<file path="config.mk">
export PLATFORM = sky130hd
export DESIGN_NAME = truth_table_scanner
export DESIGN_NICKNAME = d
export VERILOG_FILES = /design/src/rtl/truth_table_scanner.sv
export SDC_FILE = /design/constraint.sdc
export NUM_CORES = 1
export LEC_CHECK = 0
export ABC_AREA = 1
export BUFFER_PORTS_ARGS = -buffer_cell sky130_fd_sc_hd__buf_2
export CORE_ASPECT_RATIO = 1.75
export CORE_MARGIN = 1.5
export CORE_UTILIZATION = 38
export CTS_CLUSTER_DIAMETER = 200
export CTS_CLUSTER_SIZE = 20
export DETAILED_ROUTE_END_ITERATION = 16
export HOLD_SLACK_MARGIN = 0.05
export PLACE_DENSITY = 0.58
export SLEW_MARGIN = 20
export SYNTH_ARGS = -nofsm -noshare
export SYNTH_HDL_FRONTEND = slang
export SYNTH_SLANG_ARGS = --single-unit
</file>
<file path="constraint.sdc">
create_clock -name clk -period 2.6 [get_ports clk]
set_clock_uncertainty 0.15 [all_clocks]
set_input_delay 0.52 -clock clk [delete_from_list [all_inputs] [get_ports clk]]
set_output_delay 0.52 -clock clk [all_outputs]
set_load 0.03 [all_outputs]
</file>
<file path="src/rtl/truth_table_scanner.sv">
// Sweeps a 4-input function block through minterms 0..15, captures F into a truth table,
// counts zeros, and compares the result against a reference table.
module truth_table_scanner #(
  parameter int unsigned SETTLE   = 1,
  parameter logic [15:0] EXPECTED = 16'hAAF8
) (
  input  logic        clk,
  input  logic        rst,
  input  logic        start,
  input  logic        F,
  output logic        A,
  output logic        B,
  output logic        C,
  output logic        D,
  output logic        busy,
  output logic        done,
  output logic [15:0] table_out,
  output logic [4:0]  zero_count,
  output logic        match,
  output logic [3:0]  first_mismatch
);

  typedef enum logic [1:0] {
    IDLE  = 2'd0,
    DRIVE = 2'd1,
    DONE  = 2'd2
  } state_t;

  localparam logic [3:0] LAST_CNT = 4'(SETTLE - 1);

  state_t      state_q, state_d;
  logic [3:0]  idx_q, idx_d;
  logic [3:0]  cnt_q, cnt_d;
  logic [15:0] work_q, work_d;
  logic [4:0]  zc_q, zc_d;
  logic [15:0] tbl_q, tbl_d;
  logic [4:0]  zo_q, zo_d;
  logic        match_q, match_d;
  logic [3:0]  fm_q, fm_d;

  logic        sample;
  logic [15:0] work_s;
  logic [4:0]  zc_s;
  logic [15:0] diff;
  logic [3:0]  lowest;

  // Working table/count as they will be after this edge; the DONE load uses
  // these so the final minterm is included in all four result registers.
  always_comb begin
    sample = (state_q == DRIVE) && (cnt_q == LAST_CNT);
    work_s = work_q;
    if (sample) begin
      work_s[idx_q] = F;
    end
    zc_s = zc_q + {4'b0000, sample & ~F};
    diff = work_s ^ EXPECTED;
    lowest = 4'd0;
    for (int i = 15; i >= 0; i--) begin
      if (diff[i]) begin
        lowest = 4'(i);
      end
    end
  end

  always_comb begin
    state_d = state_q;
    idx_d   = idx_q;
    cnt_d   = cnt_q;
    work_d  = work_q;
    zc_d    = zc_q;
    tbl_d   = tbl_q;
    zo_d    = zo_q;
    match_d = match_q;
    fm_d    = fm_q;
    case (state_q)
      IDLE, DONE: begin
        if (start) begin
          state_d = DRIVE;
          idx_d   = 4'd0;
          cnt_d   = 4'd0;
          work_d  = 16'h0000;
          zc_d    = 5'd0;
        end
      end
      DRIVE: begin
        work_d = work_s;
        zc_d   = zc_s;
        if (sample) begin
          cnt_d = 4'd0;
          if (idx_q == 4'd15) begin
            state_d = DONE;
            tbl_d   = work_s;
            zo_d    = zc_s;
            match_d = (diff == 16'h0000);
            fm_d    = lowest;
          end else begin
            idx_d = idx_q + 4'd1;
          end
        end else begin
          cnt_d = cnt_q + 4'd1;
        end
      end
      default: state_d = IDLE;
    endcase
  end

  always_ff @(posedge clk) begin
    if (rst) begin
      state_q <= IDLE;
      idx_q   <= 4'd0;
      cnt_q   <= 4'd0;
      work_q  <= 16'h0000;
      zc_q    <= 5'd0;
      tbl_q   <= 16'h0000;
      zo_q    <= 5'd0;
      match_q <= 1'b0;
      fm_q    <= 4'd0;
    end else begin
      state_q <= state_d;
      idx_q   <= idx_d;
      cnt_q   <= cnt_d;
      work_q  <= work_d;
      zc_q    <= zc_d;
      tbl_q   <= tbl_d;
      zo_q    <= zo_d;
      match_q <= match_d;
      fm_q    <= fm_d;
    end
  end

  // Vector is forced to 0 outside DRIVE so the block under test idles at minterm 0.
  always_comb begin
    {A, B, C, D}   = (state_q == DRIVE) ? idx_q : 4'd0;
    busy           = (state_q == DRIVE);
    done           = (state_q == DONE);
    table_out      = tbl_q;
    zero_count     = zo_q;
    match          = match_q;
    first_mismatch = fm_q;
  end

endmodule

</file>
**Yosys cells after proc, flatten, opt, wreduce, memory -nomap -nowiden**

Index checks and enable logic that the tools add are counted.

- Flip-flop bits (word level): 57
- Input port bits: 4
- Output and inout bits: 32
- Word-level logic and storage cells: 70

- $add $sub $neg: 3
- Magnitude comparators: 2
- Equality and inequality tests: 7
- Muxes and demuxes: 35
- Bitwise logic cells: 3
- Reduce and logical (&&, ||, !) cells: 11

Operator list:

| cell | number |
|---|---|
| 2-to-1 mux 4 bit | 21 |
| 2-to-1 mux 16 bit | 2 |
| case mux 16 bit (2 select lines) | 1 |
| bitwise mux 16 bit | 1 |
| logical NOT 16 bit | 1 |
| case mux 4 bit (2 select lines) | 2 |
| case mux 5 bit (2 select lines) | 1 |
| NOT 9 bit | 1 |
| adder 4 x 1 -> 4 bit (second input constant) | 2 |
| 2-to-1 mux 2 bit | 3 |
| AND reduction 3 bit | 2 |
| adder 5 x 1 -> 5 bit | 1 |
| < comparator 4 x 5 -> 1 bit (second input constant) | 1 |
| 2-to-1 mux 5 bit | 1 |
| demux 1 bit (select 4 bit) | 1 |
| == test 4 bit (second input constant) | 1 |
| >= comparator 4 x 1 -> 1 bit (second input constant) | 1 |
| logical NOT 4 bit | 1 |
| != test 2 x 1 -> 1 bit (second input constant) | 2 |
| != test 2 bit (second input constant) | 2 |
| case mux 2 bit (2 select lines) | 1 |
| AND reduction 4 bit | 1 |
| == test 2 x 1 -> 1 bit (second input constant) | 1 |
| == test 2 bit (second input constant) | 1 |
| 8 further kinds | 9 |

**Logic depth before layout (Yosys ltp)**

Gate-level depths: netlist (run 1).

- Word-level depth: 23
- Depth in mapped cells: 23
- Depth with buffers taken out: 23

**Least setup slack after synthesis (run 1)**

OpenSTA, ideal clock, no wires.

- Kind: reg-to-reg
- Start point: reg cnt_q[0]
- End point: reg match_q, in the netlist match
- Arrival: 1.932 ns
- Setup slack: 0.447 ns
- Stages on the path, launching flop included: 14
- Clock period less this slack: 2.153 ns
- Cell sequence: dfxtp_1 inv_1 ha_1 nand3_1 nor2_8 buf_6 nand3_2 mux2i_2 inv_2 nor3_2 nand2_1 nor2_2 nand4_1 a21oi_1

- Cells in the longest elaborated chain, start to end: 5

RTL lines:

| what | line | text |
|---|---|---|
| from (decl) | 33 | `logic [3:0] cnt_q, cnt_d;` |
| from (signal assigned) | 121 | `cnt_q <= cnt_d;` |
| logical NOT 4 bit (*) | 50 | `sample = (state_q == DRIVE) && (cnt_q == LAST_CNT);` |
| logical AND 1 bit (*) | 50 |  |
| 2-to-1 mux 16 bit | 52 | `if (sample) begin` |
| NOT 9 bit (no source line) | -- |  |
| logical NOT 16 bit | 94 | `match_d = (diff == 16'h0000);` |
| to (signal assigned) | 126 | `match_q <= match_d;` |
| to (decl) | 38 | `logic match_q, match_d;` |

Every way passes the cells marked *; elsewhere a longest branch is shown, timed or not.
A chain may end at the register's enable or synchronous reset.

**Worst setup path in the final report (run 1)**

Ends and elaborated chain as after synthesis.

==> impl_metrics.py, run 1 <==
metrics = {
    "final_layout": {
        "area_delta_synth_final_pct": 24.05,
        "antenna_cells": 0,
        "fillers": 754,
        "drive_gt1_share_pct": 18.71,
        "ff_latch_area_mm2": 0.001141,
        "final_common_cell": "nand2_1",
        "nNetsFinal": 456,
        "most-common-layout-cells": "nand2_1 (110), dfxtp_1 (57), a21oi_1 (45)",
        "multi_input_area_mm2": 0.001444,
        "utilization_pct": 48.32,
    },
    "placement": {
        "place.gp.congestion": 0.8252,
        "hpwlAfterDp_um": 4982,
        "io_buffers": 35,
    },
    "sta": {
        "fin_setup_tns_ps": 0,
        "slew_headroom_pct": 67.47,
        "worstMarginPinSlew_ps": 487.4,
        "setup_viol": 0,
        "hold_violations": 0,
        "fmaxAchievable_ghz": 0.4242,
        "drv_slew": 0,
        "fin_crit_ps": 2358,
        "rsz0062_at_grt": "false",
        "min_period_over_period_pct": 90.68,
    },
    "cts": {
        "cts.clk_slew.worst_paths_ps": 50,
        "cts_inserted_buffers": 9,
        "clkSinkCount": 57,
        "cts-htree-levels": 3,
        "clock_latency_ps": 330,
        "ctsHoldBuffers": 0,
        "cts_tree": "built",
        "clockBufferDepth": 2,
        "cts_root_buffer": "clkbuf_16",
    },
    "synth": {
        "synth_top_cell_area_share_pct": 41.08,
        "synth_seq_cells": 57,
        "synth_area_per_cell_um2": 6.944,
        "netlist_instances": 400,
        "netlist_top_cells_area": "dfxtp_1 (41%), nand2_1 (15%), a21oi_1 (8.1%)",
        "mappedNetlistArea_mm2": 0.002778,
        "synthesis.nets": 412,
        "synth_cell_type_count": 35,
        "yosysSeqAreaShare_pct": 41.08,
        "ys.warnings.count": 0,
        "synth_top_area_cell": "dfxtp_1",
    },
    "global_route": {
        "grtUsageTotal_pct": 19.33,
        "grt_overflow_total": 0,
        "grt_pass1_vias": 2382,
        "grt_pass1_wl_um": 11210,
        "grt_max_degree": 36,
        "grt_antenna_before_repair": 0,
    },
    "power_and_ir_drop": {
        "total_power_uw": 2242,
        "ir_worst_vdd_v": 0.0004519,
        "leakage_uw": 0.001517,
        "p_per_area_mw_per_mm2": 650.6,
    },
    "floorplanning": {
        "ios": 36,
        "fp.coreArea_mm2": 0.007131,
        "fp-row-count": 41,
        "die_y_um": 116.1,
        "dieArea_mm2": 0.007852,
        "fp.dieW_um": 67.63,
        "initial_utilization_pct": 38.95,
    },
    "drt": {
        "drcViolationCount": 0,
        "via_count": 2628,
        "drt_iter0_drc": 101,
        "wirelength_um": 6983,
        "drtPass1Iterations": 4,
        "avgRoutedWirePerCell_um": 13.05,
        "avgViaCountPerCell": 4.912,
        "ant_nets": 0,
    },
    "critical_path": {
        "cp-end-kind": "flip-flop",
        "start_kind": "flip-flop",
        "worst_ep_arrival_time_ps": 2460,
        "critical_path.endpoint": "match",
        "critPathKind": "flip-flop to flip-flop",
        "ff2ff_setup_slack_ps": 240,
        "rr_endpoint": "match",
        "cp-startpoint": "cnt_q[0]",
        "r2r_start": "cnt_q[0]",
        "cp.required_ps": 2710,
        "worstRegToRegCells": 14,
        "crit_fanout": 5,
    },
    "worst_hold_path": {
        "hold_depth": 2,
        "hp-start": "first_mismatch[2]",
        "holdCritPathClass": "flip-flop to flip-flop",
    },
    "flow_run": {
        "cap_viol_max_count": 0,
    },
    "status": {
        "outcome": "complete, no violations",
    },
}
-- stage by stage --
stage          instance area, um^2  setup WS (ps)  cells  hold slack [ps]
3_3_place_gp                  3073          204.7    515            301.1
2_1_floorplan                 2778          447.1    400            294.1
6_report                      3446          242.4    535            311.4
4_1_cts                       3382          115.1    531            315.7
5_1_grt                       3446          3.262    535            329.8
3_5_place_dp                  3073          146.0    515            304.0
-- timing repair --
action                     CTS  global route
setup endpoints to repair    0             5
setup buffers                0             3
resized for setup            0             8
-- layer usage --
metal	GRT usage (%)	share of wire [%]	up-vias
li1	-	-	1380
met1	22.51	42	1194
met2	32.42	52	42
met3	5.106	3.3	12
met4	8.844	2.3	0
met5	0	0	-
-- cells by family (layout without fill, tap and decap cells) --
| kind of cell | Yosys count | in the layout | synth area share [%] |
|---|---|---|---|
| AOI/OAI and AO/OA | 85 | 85 | 16.53 |
| DFF | 57 | 57 | 41.08 |
| buffers and inverters | 60 | 108 | 8.513 |
| muxes | 4 | 4 | 1.577 |
| and+or+nand+nor | 182 | 183 | 27.43 |
| adders and majority gates | 8 | 8 | 3.604 |
| xor gates and xnor gates | 4 | 4 | 1.261 |
-- power breakdown --
group	switching (uW)	internal, uW	leakage (uW)	total (uW)
combinational	109	44.4	0.000905	154
sequential	5.05	881	0.000460	886
clock	385	817	0.000153	1200
-- registers in the layout, summed over array words and instances, names as in the netlist --
signal and count:
state_q 2, first_mismatch 4, zero_count 5, work_q 16
table_out 16, cnt_q 4, match 1, idx_q 4
zc_q 5
-- worst max-delay path: stages, from the launching register on --
cell	delay (ps)
dfxtp_1	320
inv_1	110
ha_1	220
nand3_4	140
nor2_8	160
buf_4	120
nand3_1	100
nand2_1	80
o21a_1	210
inv_2	60
nor2_2	140
nand2_1	100
nor2_2	130
nand4_1	90
a21oi_1	130
-- worst min-delay path by stage --
| stage | to | slack [ps] |
|---|---|---|
| after global placement | table_out[15] | 300 |
| after CTS | work_q[12] | 320 |
| after floorplan | work_q[0] | 290 |
| after detailed placement | table_out[15] | 300 |
| after global routing | work_q[8] | 330 |
| final | first_mismatch[2] | 310 |
-- final cells by class --
| class | instances | area share [%] |
|---|---|---|
| multi-input cells | 284 | 41.90 |
| repair buffers | 49 | 8.134 |
| well taps | 86 | 3.123 |
| clock buffers | 14 | 7.952 |
| clock inverters | 2 | 1.017 |
| flip-flops and latches | 57 | 33.12 |
| inverters | 43 | 4.757 |
-- cell usage after synthesis --
cell type and count:
nand2_1 110, dfxtp_1 57, a21oi_1 45, nor2_1 44
inv_1 35, o21ai_0 22, nand3_1 14, clkbuf_1 12
ha_1 8, o21a_1 7, inv_2 6, o21ai_1 5
nand4_1 4, buf_1 3, mux2i_1 3, nor3_1 2
o211ai_1 2, o31ai_1 2, xnor2_1 2, xor2_1 2
a211oi_1 1, a32oi_1 1, buf_2 1, buf_6 1
clkinv_1 1, inv_4 1, mux2i_2 1, nand3_2 1
nor2_2 1, nor2_4 1, nor2_8 1, nor3_2 1
nor3b_1 1, nor4_1 1, or4_1 1
Power figures use the tool's default switching activity.
==> run 2, diff against run 1 <==
Settings changed: CORE_ASPECT_RATIO 1.75 to not set.
==> run 2 against run 1 <==
Effect of this change: critical path depth grew 8; core utilization is 0.40 points lower; non-clock buffer count did not move; worst hold slack better by 0.98 ps; largest cell class unchanged; largest power group is now registers.
==> impl_metrics.py, run 2 (synthesis results as in run 1) <==
metrics = {
    "drt": {
        "highest_layer": "met4",
        "drcViolationCount": 0,
        "avgViaCountPerCell": 4.761,
        "via_count": 2590,
        "dr_wl_met3_um": 232,
        "wl_met1_um": 3692,
        "wirelength_um": 7064,
        "avgRoutedWirePerCell_um": 12.99,
        "drt_iter0_drc": 157,
        "drtPass1Iterations": 4,
        "ant_nets": 0,
        "wl_met2_um": 3035,
    },
    "final_layout": {
        "fillers": 738,
        "drive_gt1_share_pct": 20.09,
        "most-common-layout-cells": "nand2_1 (108), dfxtp_1 (56), a21oi_1 (45)",
        "multi_input_area_mm2": 0.001450,
        "area_delta_synth_final_pct": 19.82,
        "final_common_cell": "nand2_1",
        "nNetsFinal": 455,
        "fin_cells": 544,
        "ff_latch_area_mm2": 0.001142,
        "antenna_cells": 0,
    },
    "sta": {
        "slew_headroom_pct": 75.17,
        "min_period_over_period_pct": 92.07,
        "fmaxAchievable_ghz": 0.4177,
        "hold_violations": 0,
        "fin_crit_ps": 2394,
        "setup_viol": 0,
        "hold_ws_ps": 312.4,
        "worstMarginPinSlew_ps": 362.1,
        "setup_slack_ps": 206.2,
        "drv_slew": 0,
    },
    "global_route": {
        "grt_pass1_wl_um": 11530,
        "grt_overflow_total": 0,
        "grt_pass1_vias": 2355,
        "grt_antenna_before_repair": 0,
        "grtUsageTotal_pct": 19.54,
        "grt_max_degree": 36,
    },
    "floorplanning": {
        "ios": 36,
        "dieArea_mm2": 0.007831,
        "fp.dieW_um": 88.50,
        "fp-row-count": 30,
        "initial_utilization_pct": 40.00,
        "die_y_um": 88.50,
        "fp.coreArea_mm2": 0.006944,
    },
    "critical_path": {
        "worst_ep_arrival_time_ps": 2460,
        "r2r_start": "cnt_q[0]",
        "cp.required_ps": 2660,
        "start_kind": "flip-flop",
        "cp-end-kind": "flip-flop",
        "critPathKind": "flip-flop to flip-flop",
        "crit_fanout": 7,
        "cp-startpoint": "cnt_q[0]",
    },
    "cts": {
        "cts-htree-levels": 3,
        "clock_latency_ps": 340,
        "cts_inserted_buffers": 9,
        "clockBufferDepth": 2,
        "ctsHoldBuffers": 0,
        "cts_tree": "built",
        "cts.clk_slew.worst_paths_ps": 70,
        "clkSinkCount": 57,
        "cts_root_buffer": "clkbuf_8",
    },
    "flow_run": {
        "cap_viol_max_count": 0,
    },
    "status": {
        "outcome": "complete, no violations",
    },
    "power_and_ir_drop": {
        "p_per_area_mw_per_mm2": 531.6,
        "ir_worst_vdd_v": 0.0003795,
        "leakage_uw": 0.001432,
        "total_power_uw": 1769,
    },
    "placement": {
        "pre_cts_ws_ps": 67.33,
        "io_buffers": 35,
        "hpwlAfterDp_um": 4829,
        "dp_cells": 525,
        "place.gp.congestion": 0.8012,
    },
    "worst_hold_path": {
        "holdCritPathClass": "flip-flop to flip-flop",
        "hp-start": "table_out[15]",
    },
}
[run 2: where the power goes]
group	switching, uW	leakage [uW]	total (uW)	internal (uW)
combinational	108	0.000899	151	42.9
sequential	5.83	0.000460	884	879
clock	394	0.0000733	734	341
[run 2: path summary, 6_finish.rpt]
check	slack (ps)	end	depth (start not counted)
worst max-delay path	210	first_mismatch[0]	22
worst min-delay path	310	table_out[15]	2
worst max register to register	210	first_mismatch[0]	22
worst min register to register	310	table_out[15]	2
[run 2: area by class of cell]
class	count	area share, %
Sequential cell	57	34.32
Clock inverter	7	1.429
Tap cell	96	3.609
Timing Repair Buffer	49	8.421
Clock buffer	9	3.722
Inverter	43	4.925
Multi-Input combinational cell	283	43.57
[run 2: critical path, stage by stage (launching register included)]
cell	delay (ps)
dfxtp_1	340
inv_2	110
ha_4	160
nand3_4	100
nor2_8	160
buf_4	160
nand2_1	50
nand2_1	140
nand2_1	90
nand2_1	80
nand2_1	60
nand2_1	50
nand2_1	40
nand2_1	50
nand2_1	50
nand2_1	60
nand2_1	60
nand2_1	70
nand2_1	50
nand2_1	50
nand2_1	60
nand2_1	60
a21oi_1	50
[run 2: metal layers]
metal	vias to the layer above	track usage [%]
met5	-	0
met4	0	7.386
met3	10	4.011
met2	41	30.40
met1	1168	26.77
li1	1371	-
[run 2: metrics by stage]
stage                     area, um^2  TNS [ps]  util, %
after detailed placement        3085         0    44.43
final                           3328         0    47.93
after global routing            3328   -0.2760    47.93
after CTS                       3257         0    46.90
after global placement          3085         0    44.43
after floorplan                 2778         0        -
[run 2: timing repair]
item                       in CTS  in global routing
setup buffers                   0                  3
setup endpoints to repair       0                  4
gates resized for setup         0                 14
==> run 3, diff against run 2 <==
Settings changed: MAX_ROUTING_LAYER set to met4.
==> run 3 against run 2 <==
Effect of this change: register-to-register slack is essentially flat; worst hold slack worse by 0.51 ps; worst setup slack worse by 3.5 ps; clock power decreased by 0.8%; final cell count is the same; maximum frequency is 0.15% lower; critical endpoint unchanged; core utilization about the same; via count increased by 0.39%; sequential power about the same; sequential cell count stayed put; sequential share of layout area about the same.
==> impl_metrics.py, run 3 (synthesis results as in run 1) <==
metrics = {
    "global_route": {
        "grt_pass1_wl_um": 11530,
        "grt_use_met2_pct": 30.46,
        "grtUsageTotal_pct": 20.09,
        "use_met1_pct": 26.71,
        "grt_pass1_vias": 2354,
        "met3_usage_pct": 3.172,
        "grt-busiest-layer": "met2",
        "grt_max_degree": 36,
        "grt_overflow_total": 0,
        "grt_antenna_before_repair": 0,
    },
    "power_and_ir_drop": {
        "seqPwrFrac_pct": 50.2,
        "switchingPower_uw": 500.8,
        "leakage_uw": 0.001433,
        "switching_share_pct": 28.41,
        "p_comb_share_pct": 8.5,
        "p_per_area_mw_per_mm2": 529.5,
        "p_int_uw": 1262,
        "ir_worst_vdd_v": 0.0003787,
        "total_power_uw": 1763,
        "power_frac_clock_pct": 41.3,
    },
    "drt": {
        "via_count": 2600,
        "avgViaCountPerCell": 4.779,
        "avgRoutedWirePerCell_um": 12.92,
        "wirelength_um": 7031,
        "drt_iter0_drc": 159,
        "drcViolationCount": 0,
        "ant_nets": 0,
        "drtPass1Iterations": 4,
    },
    "sta": {
        "min_period_over_period_pct": 92.20,
        "setup_viol": 0,
        "setup_slack_ps": 202.7,
        "fin_crit_ps": 2397,
        "drv_slew": 0,
        "fmaxAchievable_ghz": 0.4171,
        "worstMarginPinSlew_ps": 362.2,
        "hold_violations": 0,
        "slew_headroom_pct": 75.16,
    },
    "cts": {
        "cts_tree": "built",
        "cts.clk_slew.worst_paths_ps": 70,
        "cts_inserted_buffers": 9,
        "cts_root_buffer": "clkbuf_8",
        "cts-htree-levels": 3,
        "ctsHoldBuffers": 0,
        "clock_latency_ps": 340,
        "clockBufferDepth": 2,
        "clkSinkCount": 57,
    },
    "placement": {
        "place.gp.congestion": 0.8128,
        "io_buffers": 35,
        "placed_cell_area_mm2": 0.003085,
        "pre_cts_ws_ps": 67.33,
        "hpwlAfterDp_um": 4829,
    },
    "critical_path": {
        "ff2ff_setup_slack_ps": 200,
        "critPathKind": "flip-flop to flip-flop",
        "cp.required_ps": 2660,
        "rr_endpoint": "first_mismatch[0]",
        "cp-end-kind": "flip-flop",
        "cpPeakStageDelay_ps": 340,
        "start_kind": "flip-flop",
        "crit_top_cell": "nand2_1",
        "slowest_stage": "dfxtp_1",
        "worst_ep_arrival_time_ps": 2460,
        "r2r_start": "cnt_q[0]",
        "worstRegToRegCells": 22,
        "cp_cell_sequence": "inv_2 -> ha_4 -> nand3_4 -> nor2_8 -> buf_4 -> nand2_1 -> nand2_1 -> nand2_1 -> nand2_1 -> nand2_1 -> nand2_1 -> nand2_1 -> nand2_1 -> nand2_1 -> nand2_1 -> nand2_1 -> nand2_1 -> nand2_1 -> nand2_1 -> nand2_1 -> nand2_1 -> a21oi_1",
        "crit_fanout": 7,
    },
    "floorplanning": {
        "fp-row-count": 30,
        "die_y_um": 88.50,
        "fp.dieW_um": 88.50,
        "fp.coreArea_mm2": 0.006944,
        "initial_utilization_pct": 40.00,
        "ios": 36,
        "dieArea_mm2": 0.007831,
    },
    "final_layout": {
        "nNetsFinal": 455,
        "antenna_cells": 0,
        "drive_gt1_share_pct": 20.31,
        "utilization_pct": 47.95,
        "most-common-layout-cells": "nand2_1 (108), dfxtp_1 (55), a21oi_1 (45)",
        "multi_input_area_mm2": 0.001450,
        "final_common_cell": "nand2_1",
        "ff_latch_area_mm2": 0.001144,
        "design_area_mm2": 0.003329,
        "area_delta_synth_final_pct": 19.86,
        "fillers": 737,
    },
    "worst_hold_path": {
        "hold_depth": 2,
        "min_to": "table_out[15]",
        "holdCritPathClass": "flip-flop to flip-flop",
        "hp-start": "table_out[15]",
    },
    "status": {
        "outcome": "complete, no violations",
    },
    "flow_run": {
        "cap_viol_max_count": 0,
    },
}
-- run 3: timing repair --
item                                    4_1_cts  5_1_grt
endpoints found under the hold margin         0        0
setup buffers                                 0        3
endpoints found under the setup margin        0        4
gates resized for setup                       0       15
-- run 3: metrics by stage --
| step | std cells | TNS (ps) | hold WS (ps) |
|---|---|---|---|
| 2_1_floorplan | 400 | 0 | 294.1 |
| 3_3_place_gp | 525 | 0 | 302.2 |
| 3_5_place_dp | 525 | 0 | 306.6 |
| 4_1_cts | 541 | 0 | 317.8 |
| 5_1_grt | 544 | -0.2112 | 340.9 |
| 6_report | 544 | 0 | 311.9 |
-- run 3: layout make-up --
| class | instances | area share [%] |
|---|---|---|
| clock inverters | 7 | 1.428 |
| well taps | 96 | 3.608 |
| flip-flops and latches | 57 | 34.35 |
| repair buffers | 49 | 8.418 |
| multi-input cells | 283 | 43.56 |
| inverters | 43 | 4.923 |
| clock buffers | 9 | 3.720 |
-- run 3: power by group through the flow --
stage	clock network, uW	logic [uW]	registers [uW]
final	728	151	884
after global routing	780	169	885
after CTS	743	147	883
after detailed placement	0	146	903
after global placement	0	146	903
after floorplan	0	103	902
-- run 3: how the worst max path moves through the flow --
stage,startpoint,endpoint,slack (ps),depth (start not counted)
after floorplan,cnt_q[0],match,450,13
after global placement,F,first_mismatch[0],70,20
after detailed placement,cnt_q[0],first_mismatch[0],70,22
after CTS,cnt_q[0],first_mismatch[0],40,22
after global routing,idx_q[0],first_mismatch[0],-0.2,22
final,cnt_q[0],first_mismatch[0],200,22
-- run 3: per-layer routing --
metal	share of wire (%)	wire, um
met4	1.2	82
met1	52	3666
met2	44	3070
met5	0	0
met3	3.0	212
-- run 3: critical path, delay by kind of cell, from the launching register on --
family	cells	cell delay [ps]
simple gates	18	1290
flops	1	340
buf+inv	2	270
fa+ha+maj	1	160
compound gates	1	50
